## src/rtl/prog_loader.sv

```systemverilog
// Streams a program image into instruction memory, then releases the core from reset.
// Optional checksum verification of the loaded image is enabled by defining LOADER_CHECKSUM_EN.
module prog_loader #(
  parameter int unsigned MAX_WORDS = 64,
  parameter int unsigned CNT_W     = 16
) (
  input  logic             clk,
  input  logic             reset,
  input  logic             start,
  input  logic [31:0]      base_addr,
  input  logic [CNT_W-1:0] word_count,
  input  logic [31:0]      cksum_in,
  input  logic             s_valid,
  output logic             s_ready,
  input  logic [31:0]      s_data,
  output logic             imem_we,
  output logic [31:0]      imem_addr,
  output logic [31:0]      imem_wd,
  output logic             core_reset,
  output logic             busy,
  output logic             done,
  output logic             error
);

  typedef enum logic [2:0] {
    ST_IDLE  = 3'd0,
    ST_LOAD  = 3'd1,
    ST_CHECK = 3'd2,
    ST_RUN   = 3'd3,
    ST_ERROR = 3'd4
  } state_t;

  state_t           state, next_state;
  logic [31:0]      base_q;
  logic [CNT_W-1:0] cnt_q;
  logic [CNT_W-1:0] idx;
  logic             start_ok_c;
  logic             xfer_c;
  logic             last_c;
  logic             too_long_c;
  logic             check_pass_c;

  assign start_ok_c = start && (state == ST_IDLE || state == ST_RUN || state == ST_ERROR);
  assign xfer_c     = s_valid && (state == ST_LOAD);
  assign last_c     = xfer_c && (idx == cnt_q - CNT_W'(1));
  assign too_long_c = {1'b0, word_count} > (CNT_W + 1)'(MAX_WORDS);

`ifdef LOADER_CHECKSUM_EN
  logic [31:0] sum;
  logic [31:0] cksum_q;

  assign check_pass_c = (sum == cksum_q);

  // Running modulo-2^32 sum of accepted words
  always_ff @(posedge clk or negedge reset) begin
    if (!reset) begin
      sum     <= '0;
      cksum_q <= '0;
    end else if (start_ok_c) begin
      sum     <= '0;
      cksum_q <= cksum_in;
    end else if (xfer_c) begin
      sum     <= sum + s_data;
    end
  end

  logic unused_bits;
  assign unused_bits = ^base_addr[1:0];
`else
  assign check_pass_c = 1'b1;

  logic unused_bits;
  assign unused_bits = ^{base_addr[1:0], cksum_in};
`endif

  // State register
  always_ff @(posedge clk or negedge reset) begin
    if (!reset) state <= ST_IDLE;
    else        state <= next_state;
  end

  // Next-state logic
  always_comb begin
    next_state = state;
    case (state)
      ST_IDLE, ST_RUN, ST_ERROR: begin
        if (start) begin
          if (too_long_c)              next_state = ST_ERROR;
          else if (word_count == '0)   next_state = ST_CHECK;
          else                         next_state = ST_LOAD;
        end
      end
      ST_LOAD:  if (last_c) next_state = ST_CHECK;
      ST_CHECK: next_state = check_pass_c ? ST_RUN : ST_ERROR;
      default:  next_state = ST_IDLE;
    endcase
  end

  // Outputs decoded from state; core_reset also rises with a start that leaves RUN
  always_comb begin
    s_ready    = 1'b0;
    busy       = 1'b0;
    error      = 1'b0;
    core_reset = 1'b1;
    case (state)
      ST_LOAD: begin
        s_ready = 1'b1;
        busy    = 1'b1;
      end
      ST_CHECK: busy       = 1'b1;
      ST_RUN:   core_reset = start;
      ST_ERROR: error      = 1'b1;
      default: ;
    endcase
  end

  assign imem_we   = s_valid && s_ready;
  assign imem_addr = base_q + (32'(idx) << 2);
  assign imem_wd   = s_data;

  // Load descriptor latch and word index
  always_ff @(posedge clk or negedge reset) begin
    if (!reset) begin
      base_q <= '0;
      cnt_q  <= '0;
      idx    <= '0;
    end else if (start_ok_c) begin
      base_q <= {base_addr[31:2], 2'b00};
      cnt_q  <= word_count;
      idx    <= '0;
    end else if (xfer_c) begin
      idx    <= idx + CNT_W'(1);
    end
  end

  // Single-cycle pulse on the first RUN cycle
  always_ff @(posedge clk or negedge reset) begin
    if (!reset) done <= 1'b0;
    else        done <= (state == ST_CHECK) && (next_state == ST_RUN);
  end

endmodule

```

## config.mk

```make
export PLATFORM = sky130hd
export DESIGN_NAME = prog_loader
export DESIGN_NICKNAME = d
export VERILOG_FILES = /design/src/rtl/prog_loader.sv
export SDC_FILE = /design/constraint.sdc
export NUM_CORES = 1
export LEC_CHECK = 0
export CELL_PAD_IN_SITES_DETAIL_PLACEMENT = 1
export CELL_PAD_IN_SITES_GLOBAL_PLACEMENT = 1
export CORE_ASPECT_RATIO = 0.5
export CORE_UTILIZATION = 45
export CTS_BUF_LIST = sky130_fd_sc_hd__clkbuf_8
export CTS_CLUSTER_DIAMETER = 50
export DETAILED_ROUTE_END_ITERATION = 12
export DONT_BUFFER_PORTS = 1
export GPL_TIMING_DRIVEN = 0
export PLACE_DENSITY = 0.79
export SLEW_MARGIN = 15
export SYNTH_ARGS = -nofsm -noshare
export SYNTH_HDL_FRONTEND = slang
export SYNTH_SLANG_ARGS = --single-unit
```

## constraint.sdc

```tcl
create_clock -name clk -period 6.6 [get_ports clk]
set_input_delay 0 -clock clk [delete_from_list [all_inputs] [get_ports clk]]
set_output_delay 0 -clock clk [all_outputs]
set_load 0.02 [all_outputs]
```

* After elaboration in Yosys (flattened, before gate mapping)
Index checks and enable logic that the tools add are counted.
** Operators by class
- Reductions and logical operators :: 12
- Add/subtract/negate cells :: 3
- Order comparisons :: 1
- Muxes and demuxes :: 11
- Eq/ne operators :: 6
** Operators with widths (count)
- $add A32 B18 Y32 :: 1
- $mux W16 :: 2
- $add A16 B1 Y16 const B :: 1
- $eq A16 B16 Y1 :: 1
- $gt A16 B7 Y1 const B :: 1
- $logic_not A16 Y1 :: 1
- $sub A16 B1 Y16 const B :: 1
- $eq A3 B2 Y1 const B :: 3
- $mux W3 :: 3
- $pmux W3 S3 :: 1
- $logic_and A1 B1 Y1 :: 5
- $mux W1 :: 4
- $eq A3 B1 Y1 const B :: 1
- $eq A3 B3 Y1 const B :: 1
- $logic_not A3 Y1 :: 1
- $reduce_or A3 Y1 :: 1
- $logic_or A1 B1 Y1 :: 2
- $mux W2 :: 1
- $reduce_bool A2 Y1 :: 1
- $reduce_or A2 Y1 :: 1
** Word-level totals
- Output and inout bits :: 70
- Input port bits :: 116
- Logic and storage cells :: 38
- Register bits after elaboration :: 66

* Depth between registers and ports, before layout
Gate-level depths: netlist (run 1).
- Word-level depth :: 7
- Mapped depth :: 10
- Depth with buffers taken out :: 10

* Least setup slack after synthesis (run 1)
Ideal clock, no wire load.
- Kind :: register to register
- Start point :: reg cnt_q[8]
- End point :: reg state[0]
- Data required time :: 6.481 ns
- Cell stages (with the launch flop) :: 8
- Data arrival time :: 2.422 ns
- Library setup time :: 0.119 ns
- Clock period less this slack :: 2.541 ns
- Setup slack :: 4.059 ns
- Buffers on the path :: 1
- Cell sequence :: dfrtp_1 buf_6 or4_4 nor3_2 xnor2_1 or4_1 or4_1 a21bo_1
** On the way
- Cells in the longest elaborated chain, start to end :: 5
** RTL lines
- start, declared :: RTL line 35 : logic [CNT_W-1:0] cnt_q;
- start signal, assigned :: RTL line 129 : cnt_q <= word_count;
- $sub A16 B1 Y16 :: RTL line 45 : assign last_c = xfer_c && (idx == cnt_q - CNT_W'(1));
- $eq A16 B16 Y1 :: RTL line 45
- $logic_and A1 B1 Y1 :: RTL line 45
- $mux W3 :: RTL line 93 : ST_LOAD: if (last_c) next_state = ST_CHECK;
- $pmux W3 S3 :: RTL line 85 : case (state)
- named net next_state[0] :: RTL line 33 : state_t state, next_state;
- end signal, assigned :: RTL line 79 : else state <= next_state;
- end, declared :: RTL line 33
The timed path passes the listed nets, and every way through them passes these cells.
A chain may end at the register's enable or synchronous reset.

* Worst setup path in the final report (run 1)
- Start point :: reg idx[0]
- End point :: out imem_addr[22]
** On the way
- Cells in the longest elaborated chain, start to end :: 1
** RTL lines
- start, declared :: RTL line 36 : logic [CNT_W-1:0] idx;
- start signal, assigned :: RTL line 132 : idx <= idx + CNT_W'(1);
- $add A32 B18 Y32 :: RTL line 118 : assign imem_addr = base_q + (32'(idx) << 2);
- end, declared :: RTL line 17 : output logic [31:0] imem_addr,
No other way between the ends.

==> results of run 1 <==
## cells by family (layout without fill, tap and decap cells)
| kind of cell | count (synthesis) | in the layout | synth area share |
|---|---|---|---|
| buf+inv | 61 | 123 | 0.0817 |
| compound gates | 69 | 69 | 0.0982 |
| fa+ha+maj | 19 | 19 | 0.0550 |
| simple gates | 145 | 145 | 0.164 |
| mux | 42 | 42 | 0.106 |
| other cells | 1 | 2 | 0.000841 |
| xor+xnor | 63 | 63 | 0.124 |
| flops | 66 | 66 | 0.370 |
## what timing repair did
item,in CTS,in global routing
hold buffers,49,0
hold endpoints to repair,114,0
endpoints found under the setup margin,0,0
## state kept, by name, indices dropped and copies added (netlist names)
register,cells
state,3
done,1
base_q,30
idx,16
cnt_q,16
## report_power, final
group          switching [uW]  total (uW)  internal (uW)  leakage, uW
Sequential               28.9         463            434     0.000815
Combinational             126         226           99.4      0.00140
Clock                     155         280            125    0.0000846
Total                     310         969            659      0.00230
## layout make-up
type | count | area share
multi-input cells | 340 | 0.464
flip-flops and latches | 66 | 0.313
repair buffers | 49 | 0.0962
plain buffers | 50 | 0.0611
well taps | 135 | 0.0320
clock buffers | 9 | 0.0235
inverters | 11 | 0.00782
clock inverters | 4 | 0.00308
## metal layers
metal / vias to the layer above / routed length (um) / global-route usage
li1: 1713 / - / -
met1: 1837 / 5300 / 0.302
met2: 137 / 6310 / 0.464
met3: 11 / 911 / 0.0878
met4: 0 / 114 / 0.0550
met5: - / 0 / 0
## critical path, stage by stage (launching register included)
cell and delay, ns:
dfrtp_1 0.47, ha_1 0.24, inv_1 0.07, fa_1 0.41, nor2b_1 0.17, o2111ai_1 0.16
a21boi_0 0.52, a32oi_1 0.22, nand3_1 0.29, nand4_1 0.18, xnor2_1 0.52
## stage by stage
step	area, um2	std cells	setup slack [ns]
4_1_cts	5280	664	3.07
2_1_floorplan	4460	467	4.06
6_report	5280	664	2.97
3_5_place_dp	4630	602	3.50
5_1_grt	5280	664	2.69
3_3_place_gp	4630	602	3.50
## cells in the mapped netlist (10+ instances only)
library cell  number  area (um2)
a21oi_1           21         105
and3_1            10        62.6
buf_4             34         255
clkbuf_1          13        48.8
dfrtp_1           66        1650
ha_1              18         225
inv_1             11        41.3
mux2_2            42         473
nand2_1           26        97.6
nand3_1           15        75.1
nand4_1           14        87.6
nor2_1            41         154
nor3_1            11        55.1
o21ai_0           14        70.1
xnor2_1           37         324
xor2_1            26         228
## final timing paths
kind,start,end,slack (ns)
worst min-delay path,start,state[1]$_DFF_PN0_,0.01
worst max register to register,state[1]$_DFF_PN0_,idx[11]$_DFFE_PN0P_,3.46
min in group asynchronous,reset,cnt_q[1]$_DFFE_PN0P_,0.18
worst max-delay path,idx[0]$_DFFE_PN0P_,imem_addr[22],2.97
worst min register to register,base_q[2]$_DFFE_PN0P_,base_q[2]$_DFFE_PN0P_,0.52
max in group asynchronous,reset,base_q[17]$_DFFE_PN0P_,6.13
==> results_dict.tcl, run 1 <==
set metrics [dict create \
    portBuffers 0 \
    grt_remaining_overflow 0 \
    ys_ff_latch 66 \
    clock.fmax_ghz 0.276 \
    grt_pass1_vias 3911 \
    fillers 1091 \
    grt_start_max_net_pins 67 \
    ant_nets 0 \
    numCtsBuffers 9 \
    rows 25 \
    postCtsSetupBuffers 0 \
    final_cell_mix "66 x dfrtp_1, 48 x dlygate4sd3_1, 42 x mux2_2" \
    r2r_cells 7 \
    multi_input_area_um2 2450 \
    seq_area_frac_synth 0.370 \
    clock_path_buffers 2 \
    fin_setup_tns_ns 0 \
    finalHoldViolCount 0 \
    ys_warn_count 0 \
    fin_skew_ns 0.0101 \
    vias 3698 \
    final_common_cell "dfrtp_1" \
    grt_setup_unrepaired "no" \
    slew-limit-headroom 0.355 \
    antenna_cells 0 \
    synth_area_um2 4460 \
    antenna_found_initial 0 \
    setup_viol 0 \
    via_per_inst 5.57 \
    slew_viol_final 0 \
    drc 0 \
    syn_area_per_cell_um2 9.57 \
    wire_per_inst_um 19.0 \
    outcome "completed" \
    grt_pass1_wl_um 20100 \
    synth-async-reset-ratio 1.00 \
    cp-end-kind "output port" \
    min_period_ns 3.63 \
    coreArea_um2 9540 \
    hold_class "primary input to flip-flop" \
    fin_crit_sh 0.550 \
    pin_count 186 \
    seq_area_um2 1650 \
    cts_root_buffer "clkbuf_8" \
    path_max_fanout 6 \
    tightest_slew_ns 0.966 \
    dieArea_um2 10300 \
    start_util 0.467 \
    chipHeight_um 72.4 \
    arrival_ns 3.63 \
    cts_resized 0 \
    maxCapViolCount 0 \
    start_kind "flip-flop" \
    firstDrtPassIters 4 \
    clkTransAtPathRegs_ns 0.07 \
    cts_sinks 66 \
    synth_edf_count 0 \
    cp.required_ns 6.60 \
    drive_above_1_share 0.178 \
    syn_inst 466 \
    grt_usage 0.258 \
    power_uw 969 \
    cellPowerDensity_nw_per_um2 183 \
    ys_types 48 \
    clkLatencyLatePin_ns 0.36 \
    routed_wl_um 12600 \
    drtIter0Drc 214 \
    die_w_um 143 \
    htreeDepth 3 \
    leakage_uw 0.00230 \
    hold_slack_ns 0.0116 \
    whs_path_depth 3 \
    synth_ff_type "dfrtp_1" \
    postLayoutCoreUtil 0.553 \
    post-dp-hpwl_um 8580 \
    syn_to_final_growth_pct 18.4 \
    tritoncts "yes" \
    gp_congestion 0.801 \
    nets 662 \
    ir_drop_mv 0.0818 \
    critPathKind "flip-flop to output port" \
]
(Power assumes the default switching activity.)
==> inputs of run 2 (changes only) <==
--- a/config.mk
+++ b/config.mk
@@ -8,13 +8,13 @@
 export CELL_PAD_IN_SITES_DETAIL_PLACEMENT = 1
 export CELL_PAD_IN_SITES_GLOBAL_PLACEMENT = 1
 export CORE_ASPECT_RATIO = 0.5
-export CORE_UTILIZATION = 45
+export CORE_UTILIZATION = 44
 export CTS_BUF_LIST = sky130_fd_sc_hd__clkbuf_8
 export CTS_CLUSTER_DIAMETER = 50
 export DETAILED_ROUTE_END_ITERATION = 12
 export DONT_BUFFER_PORTS = 1
 export GPL_TIMING_DRIVEN = 0
-export PLACE_DENSITY = 0.79
+export PLACE_DENSITY = 0.81
 export SLEW_MARGIN = 15
 export SYNTH_ARGS = -nofsm -noshare
 export SYNTH_HDL_FRONTEND = slang
==> constraint.sdc (replaced) <==
create_clock -name clk -period 3.3 [get_ports clk]
set_input_delay 0 -clock clk [delete_from_list [all_inputs] [get_ports clk]]
set_output_delay 0 -clock clk [all_outputs]
set_load 0.02 [all_outputs]
==> run 2 against run 1 <==
Net effect:
- clock power increased by 130%
- hold slack improved by 0.024 ns
- clock skew decreased by 0.0029 ns
- sequential power increased by 100%
- critical path depth decreased by 1
==> results_dict.tcl, run 2 (synthesis gave the netlist of run 1 again) <==
set metrics [dict create \
    clock_path_buffers 2 \
    cellPowerDensity_nw_per_um2 376 \
    seq_area_um2 1650 \
    post-dp-hpwl_um 8760 \
    firstDrtPassIters 4 \
    drtIter0Drc 137 \
    largest_reg_flops 30 \
    ir_drop_mv 0.202 \
    routed_wl_um 12400 \
    grt_remaining_overflow 0 \
    final_cell_mix "66 x dfrtp_1, 48 x dlygate4sd3_1, 42 x mux2_2" \
    critPathKind "flip-flop to output port" \
    tritoncts "yes" \
    nets 664 \
    min_period_ns 3.17 \
    via_per_inst 5.47 \
    coreArea_um2 9630 \
    ant_nets 0 \
    start_kind "flip-flop" \
    clock.fmax_ghz 0.315 \
    grt_pass1_wl_um 19900 \
    path_buf_inv 1 \
    finalHoldViolCount 0 \
    antenna_found_initial 0 \
    maxCapViolCount 0 \
    clkLatencyLatePin_ns 0.34 \
    slowest_stage "dfrtp_1" \
    grt_setup_unrepaired "no" \
    drc 0 \
    cts_sinks 66 \
    fillers 1139 \
    gp_congestion 0.835 \
    slew_viol_final 0 \
    die_w_um 144 \
    final_common_cell "dfrtp_1" \
    pin_count 186 \
    clkTransAtPathRegs_ns 0.07 \
    fin_setup_tns_ns 0 \
    crit_chain "ha_1 > inv_1 > fa_1 > nor2b_1 > o2111ai_1 > a21boi_2 > a32oi_1 > a311oi_1 > xor2_1" \
    rows 25 \
    antenna_cells 0 \
    portBuffers 0 \
    cts_root_buffer "clkbuf_8" \
    hold_class "primary input to flip-flop" \
    cp.required_ns 3.30 \
    regMostFlops "base_q" \
    htreeDepth 3 \
    chipHeight_um 73.2 \
    hold_slack_ns 0.0358 \
    setup_viol 0 \
    outcome "completed" \
    path_max_fanout 5 \
    cpPeakStageDelay_ns 0.45 \
    regToRegSetupSlack_ns 0.39 \
    dieArea_um2 10600 \
    vias 3658 \
    slew-limit-headroom 0.367 \
    leakage_uw 0.00240 \
    drive_above_1_share 0.206 \
    reg_top3 "base_q x30, cnt_q x16, idx x16" \
    fin_skew_ns 0.00714 \
    multi_input_area_um2 2530 \
    grt_pass1_vias 3863 \
    grt_start_max_net_pins 67 \
    grt_usage 0.247 \
    arrival_ns 3.17 \
    cp_top_family "compound AO/OA/AOI/OAI gates" \
    syn_to_final_growth_pct 21.4 \
    numCtsBuffers 9 \
    wire_per_inst_um 18.6 \
    tightest_slew_ns 0.948 \
    cp-end-kind "output port" \
    start_util 0.463 \
    fin_crit_sh 0.961 \
]
run 2: cell count changes in the layout (fill, tap and decap cells not counted), sizes merged:
cell    previous run  this run
buf               38        40
bufinv             0         1
clkinv             1         2
inv               14        15
run 2: worst reg2reg max path: stages (launching register included):
cell and delay (ns):
dfrtp_1 0.43, nor2b_1 0.32, nand2_1 0.11, a21oi_1 0.35, clkbuf_1 0.57, clkbuf_2 0.43, buf_1 0.44, nor2_1 0.12
run 2: layer usage:
metal	routed length (um)	vias to the layer above	GRT usage	part of all wire
li1	-	1728	-	-
met4	129	0	0.0573	0.010
met3	804	12	0.0571	0.065
met1	5230	1800	0.295	0.42
met5	0	-	0	0
met2	6280	118	0.453	0.50
run 2: final cells by class:
class,instances,area share
Buffer,50,0.0598
Clock buffer,9,0.0229
Clock inverter,7,0.0102
Inverter,11,0.00762
Multi-Input combinational cell,340,0.467
Sequential cell,66,0.305
Tap cell,135,0.0312
Timing Repair Buffer,51,0.0966
run 2: worst paths after layout:
| kind | end | depth (start not counted) | start |
|---|---|---|---|
| setup / recovery | imem_addr[16] | 9 | idx[0]$_DFFE_PN0P_ |
| hold / removal | state[1]$_DFF_PN0_ | 3 | start |
| setup reg to reg | idx[9]$_DFFE_PN0P_ | 7 | state[1]$_DFF_PN0_ |
| hold reg to reg | base_q[8]$_DFFE_PN0P_ | 1 | base_q[8]$_DFFE_PN0P_ |
| max in group asynchronous | state[1]$_DFF_PN0_ | 2 | reset |
| min in group asynchronous | base_q[16]$_DFFE_PN0P_ | 2 | reset |
run 2: metrics by stage:
step	util	setup WS, ns	std cells	instance area (um2)	total power [uW]
final	0.562	0.128	669	5420	2040
after global routing	0.562	0.0346	669	5420	2130
after CTS	0.554	0.0151	667	5340	2040
after detailed placement	0.481	0.114	602	4630	1320
after global placement	0.481	0.200	602	4630	1300
after floorplan	-	0.759	467	4460	1250
run 2: where the power goes:
| part | total (uW) | switching [uW] | leakage [uW] | internal [uW] |
|---|---|---|---|---|
| logic | 458 | 252 | 0.00147 | 205 |
| registers | 929 | 60.9 | 0.000815 | 868 |
| clock network | 649 | 313 | 0.000108 | 336 |
run 2: timing repair:
action                                  4_1_cts  5_1_grt
buffers inserted                              0        2
gates cloned                                  0        0
endpoints found under the setup margin        9       13
hold buffers                                 49        0
pin swaps                                     0        2
gates resized for setup                       4       12
hold endpoints to repair                    114        0
